$ cat src/rtl/palette_writer.sv
// rtl/palette_writer.sv - R,G,B byte-stream loader for the 256-entry palette RAM write port.
// Optional PALETTE_VBLANK_WR_EN: hold each commit until vblank so the palette never changes mid-frame.
module palette_writer #(
  parameter int IDX_W  = 8,
  parameter int COMP_W = 8
) (
  input  logic                clk_pix,
  input  logic                rst_n,
  input  logic                addr_set,
  input  logic [IDX_W-1:0]    addr_in,
  input  logic                data_valid,
  input  logic [COMP_W-1:0]   data,
  output logic                data_ready,
  input  logic                vblank,
  output logic                wr_en,
  output logic [IDX_W-1:0]    wr_addr,
  output logic [3*COMP_W-1:0] wr_rgb,
  output logic [IDX_W-1:0]    index
);

  typedef enum logic [1:0] {S_R, S_G, S_B, S_COMMIT} state_t;

  state_t              state_q, state_d;
  logic [IDX_W-1:0]    index_q, index_d;
  logic [COMP_W-1:0]   r_q, r_d, g_q, g_d;
  logic [IDX_W-1:0]    wr_addr_q, wr_addr_d;
  logic [3*COMP_W-1:0] wr_rgb_q, wr_rgb_d;
  logic                commit_ok;
  logic                hs;

`ifdef PALETTE_VBLANK_WR_EN
  assign commit_ok = vblank;
`else
  logic vblank_unused;
  assign vblank_unused = vblank;
  assign commit_ok     = 1'b1;
`endif

  always_comb begin
    state_d    = state_q;
    index_d    = index_q;
    r_d        = r_q;
    g_d        = g_q;
    wr_addr_d  = wr_addr_q;
    wr_rgb_d   = wr_rgb_q;
    data_ready = (state_q != S_COMMIT) && !addr_set;
    wr_en      = (state_q == S_COMMIT) && commit_ok;
    hs         = data_valid && data_ready;

    if (state_q == S_COMMIT) begin
      // addr_set is deliberately ignored here; the host waits for data_ready first.
      if (commit_ok) begin
        index_d = index_q + IDX_W'(1);
        state_d = S_R;
      end
    end else if (addr_set) begin
      index_d = addr_in;
      state_d = S_R;
    end else if (hs) begin
      case (state_q)
        S_R: begin
          r_d     = data;
          state_d = S_G;
        end
        S_G: begin
          g_d     = data;
          state_d = S_B;
        end
        default: begin
          wr_rgb_d  = {r_q, g_q, data};
          wr_addr_d = index_q;
          state_d   = S_COMMIT;
        end
      endcase
    end
  end

  always_ff @(posedge clk_pix or negedge rst_n) begin
    if (!rst_n) begin
      state_q   <= S_R;
      index_q   <= '0;
      r_q       <= '0;
      g_q       <= '0;
      wr_addr_q <= '0;
      wr_rgb_q  <= '0;
    end else begin
      state_q   <= state_d;
      index_q   <= index_d;
      r_q       <= r_d;
      g_q       <= g_d;
      wr_addr_q <= wr_addr_d;
      wr_rgb_q  <= wr_rgb_d;
    end
  end

  assign wr_addr = wr_addr_q;
  assign wr_rgb  = wr_rgb_q;
  assign index   = index_q;

endmodule

$ cat config.mk
export PLATFORM = sky130hd
export DESIGN_NAME = palette_writer
export DESIGN_NICKNAME = d
export VERILOG_FILES = /design/src/rtl/palette_writer.sv
export SDC_FILE = /design/constraint.sdc
export NUM_CORES = 1
export LEC_CHECK = 0
export ABC_AREA = 1
export CAP_MARGIN = 25
export CORE_MARGIN = 1.5
export CORE_UTILIZATION = 53
export CTS_CLUSTER_SIZE = 8
export DETAILED_ROUTE_END_ITERATION = 7
export PLACE_DENSITY = 0.95
export SLEW_MARGIN = 5
export SYNTH_ARGS = -nofsm -noshare
export SYNTH_HDL_FRONTEND = slang
export SYNTH_SLANG_ARGS = --single-unit
$ cat constraint.sdc
create_clock -name clk_pix -period 2.3 [get_ports clk_pix]
set_input_delay 0.575 -clock clk_pix [delete_from_list [all_inputs] [get_ports clk_pix]]
set_output_delay 0.575 -clock clk_pix [all_outputs]
set_load 0.03 [all_outputs]
# Word-level counts from Yosys, hierarchy flattened
# Cells that the tools add are included.
# totals
reg_bits,58
inputBits,21
# op_classes
eq_ne,3
n_bitwise,3
add_sub_neg,1
n_reduce_logical,10
muxes,6
# ops
op,count
$mux 8,2
$reduce_and 4->1,3
$add 8x1->8 const B,1
$mux 2,3
$pmux 2 s2,1
$not 1->1,3
$reduce_bool 3->1,1
$eq 2x1->1 const B,1
$eq 2x2->1 const B,1
$logic_and 1x1->1,2
$logic_not 2->1,1
$ne 2x2->1 const B,1
$reduce_bool 2->1,1
$reduce_or 2->1,1
$logic_not 1->1,1

# Longest topological paths before layout
# logic_depth
word_depth,6
ltp_mapped,7
mapped_depth_nobuf,7

# Least setup slack after synthesis
# Ideal clock, no wire load.
# synth_timing
path_type,input-to-output
from,input addr_set
to,output data_ready
setup_slack_ns,0.719
path_stages,4
required_ns,1.725
t_arrival_ns,1.006
path_cell_list,buf_4 -> inv_2 -> nand2_4 -> inv_4
# synth_between
elab_chain_cells,2
# synth_rtl
item,line_no,rtl
start: declaration,9,"input logic addr_set,"
$logic_not 1->1,46,data_ready = (state_q != S_COMMIT) && !addr_set;
$logic_and 1x1->1,46,
end: declaration,13,"output logic data_ready,"
# Every way passes these cells.

# Final worst setup path
# Same ends and word-level chain as after synthesis.

==> impl_metrics.py <==
metrics = {
    "logic_synthesis": {
        "netlist_area_um2": 2630,
        "synth.ff_latch_count": 58,
        "synth_top_flop_cell": "dfrtp_1",
        "synth_edf_count": 0,
        "ys.warnings.count": 0,
        "synthesized_netlist_net_count": 291,
        "yosysTopAreaCell": "dfrtp_1",
        "biggest_area_contributors_in_the_synthesized_netlist": "dfrtp_1, o21ai_2, nand2_1",
        "synth.yosys.seq_area_share_pct": 55.2,
        "synth_async_sr_flop_share_pct": 100,
        "yosys.cell_types.count": 26,
        "post_synth_inst_count": 269,
        "syn_avg_cell_area_um2": 9.78,
        "share_of_yosys_cell_area_claimed_by_the_top_area_cell_type_pct": 55.2,
    },
    "timing": {
        "hold_ws_ps": 220,
        "totalNegativeSetupSlack_ps": 0,
        "finalMaxSlewViolations": 0,
        "layout_worst_path_cycle_share_pct": 92.1,
        "fmaxAchievable_mhz": 472,
        "fin_skew_ps": 8.35,
        "final_period_minus_worst_setup_slack_ps": 2120,
        "max_slew.worst_pin.slew_ps": 348,
        "setup-violations-final": 0,
        "slew_headroom_pct": 76.7,
        "rsz_0062_raised_after_global_routing": "no",
        "finalHoldViolCount": 0,
    },
    "critical_path": {
        "r2r_end": "r_q[2]$_DFFE_PN0P_",
        "r2r-start": "state_q[1]$_DFFE_PN0P_",
        "timing.setup.critical_path_class": "primary input to output port",
        "regToRegSetupSlack_ps": 980,
        "r2r_cells": 4,
        "endpoint_kind": "output port",
        "crit_fanout": 8,
        "startpoint_type": "primary input",
        "data_arrival_at_the_endpoint_of_the_critical_path_ps": 1540,
        "worst-endpoint-required_ps": 1730,
    },
    "floorplanning": {
        "boundaryPins": 63,
        "die_width_um": 73.5,
        "starting_density_of_the_core_pct": 55.3,
        "floorplan.core_area_um2": 4750,
        "die_height_um": 73.5,
        "fp-row-count": 25,
        "die_area_um2": 5400,
    },
    "clock_network": {
        "htree_num_levels": 3,
        "hold_buffers": 0,
        "deepest_clock_path_buffer_count": 2,
        "clk_root_buffer_cell": "clkbuf_8",
        "numCtsBuffers": 9,
        "clock_transition_at_the_register_clock_pins_on_the_worst_setup_and_hold_paths_after_cts_ps": 60,
        "tritoncts": "built",
        "clock_sink_count": 58,
        "clk-insertion-delay-late_ps": 340,
    },
    "finish": {
        "layout-area-overhead-vs-synth_pct": 31.2,
        "drive_gt1_share_pct": 21.5,
        "layout.nets": 358,
        "top_library_cells_by_usage_in_the_layout_fill_and_taps_aside": "nand2_1, dfrtp_1, clkdlybuf4s50_1, o21ai_2, inv_1",
        "fillCellCount": 340,
        "num_antenna_cells": 0,
        "final_core_utilization_pct": 72.6,
        "commonest_non_fill_non_tap_cell_in_the_layout": "nand2_1",
    },
    "detailed_routing": {
        "detail_route.drc_violations": 0,
        "vias": 2041,
        "detail_route.iter0.violations": 158,
        "drt-total-wl_um": 5790,
        "vias_per_cell": 5.03,
        "wire_per_inst_um": 14.3,
        "ant_nets": 0,
        "drt_first_pass_iters": 4,
    },
    "global_route": {
        "grt_max_degree": 65,
        "grt_use_total_pct": 24.3,
        "globalRoute.totalOverflow": 0,
        "via_count_of_the_first_global_routing_pass": 2041,
        "grt_antenna_before_repair": 0,
        "grt_pass1_wl_um": 9670,
    },
    "place": {
        "place.detailed.hpwl_um": 3780,
        "port_buffers": 61,
        "globalplace.congestion": 0.829,
    },
    "power_and_ir_drop": {
        "switching_share_pct": 36.4,
        "internal_power_mw": 2.25,
        "power_mw": 3.54,
        "static-leakage-power_nw": 1.64,
        "power.ir.vdd_worst_v": 0.000651,
        "power.sequential.fraction_pct": 40.4,
        "power_switching_mw": 1.29,
        "powerDensity_nw_per_um2": 1030,
        "combinational_group_share_of_total_power_pct": 35.5,
        "share_clk_of_total_power_pct": 24.1,
    },
    "worst_hold_path": {
        "path_category_of_the_worst_min_delay_check": "primary input to asynchronous set/reset pin",
    },
    "flow_run": {
        "max_cap_violations": 0,
    },
    "outcome": {
        "outcome": "finished, final reports clean",
    },
}
worst max-delay path: stages:
cell	delay, ps
clkdlybuf4s50_1	460
inv_2	120
nand2_4	80
inv_4	110
buf_4	180
routing by layer:
metal	vias to the layer above	GRT usage [%]	part of all wire, %	wire length (um)
li1	983	-	-	-
met2	62	37.3	49	2860
met5	-	0	0	0
met1	980	31.7	43	2490
met3	16	6.04	4.5	260
met4	0	13.6	3.1	180
kinds of logic (layout without fill, tap and decap cells):
kind of cell	Yosys count	in the layout	share of synthesized area (%)
flip-flops	58	58	55.2
AND/OR/NAND/NOR	104	104	17.4
adder cells (fa/ha/maj)	1	1	0.475
buffers and inverters	47	117	9.27
AO/OA/AOI/OAI	57	57	17.0
XOR/XNOR	2	2	0.666
registers in the layout (all words and copies together) (netlist names):
register / cells
index: 8
r_q: 8
g_q: 8
state_q: 2
wr_addr: 8
wr_rgb: 24
synthesized netlist by cell type, types with 3 or more instances:
master	n
nand3_1	10
nor2_1	11
nand2_2	3
o21ai_1	8
buf_6	8
dfrtp_1	58
nand2_4	3
inv_1	34
nand2_1	73
o21ai_0	3
o21ai_2	41
worst max-delay path by stage:
stage             start          to  slack (ps)  depth (start not counted)
4_1_cts        addr_set  data_ready         200                          5
6_report       addr_set  data_ready         180                          5
3_3_place_gp   addr_set  data_ready         240                          5
3_5_place_dp   addr_set  data_ready         220                          5
2_1_floorplan  addr_set  data_ready         720                          4
5_1_grt        addr_set  data_ready         140                          5
power groups by stage:
stage	combinational [mW]	sequential, mW	clock, mW
after detailed placement	1.26	1.44	0
after global placement	1.22	1.43	0
after CTS	1.27	1.43	0.870
after global routing	1.35	1.46	0.912
after floorplan	0.399	1.78	0
final	1.26	1.43	0.855
area by class of cell:
class                           count  area (um2)  area share (%)
Tap cell                           67        83.8            2.43
Clock inverter                      2        12.5           0.362
Timing Repair Buffer               65         657            19.0
Sequential cell                    58        1450            42.0
Clock buffer                       12         165            4.78
Multi-Input combinational cell    164         936            27.1
Inverter                           38         146            4.24
through the flow:
step	setup slack [ps]	instance area (um2)	cells
floorplan	719	2630	269
global placement	243	3280	392
detailed placement	220	3280	392
CTS	201	3450	406
global route	144	3450	406
finish	182	3450	406
what timing repair did:
action,4_1_cts,5_1_grt
setup endpoints to repair,1,0
buffers inserted,0,0
gates resized for setup,1,0
Note: power is estimated with default switching activity, not from simulation.
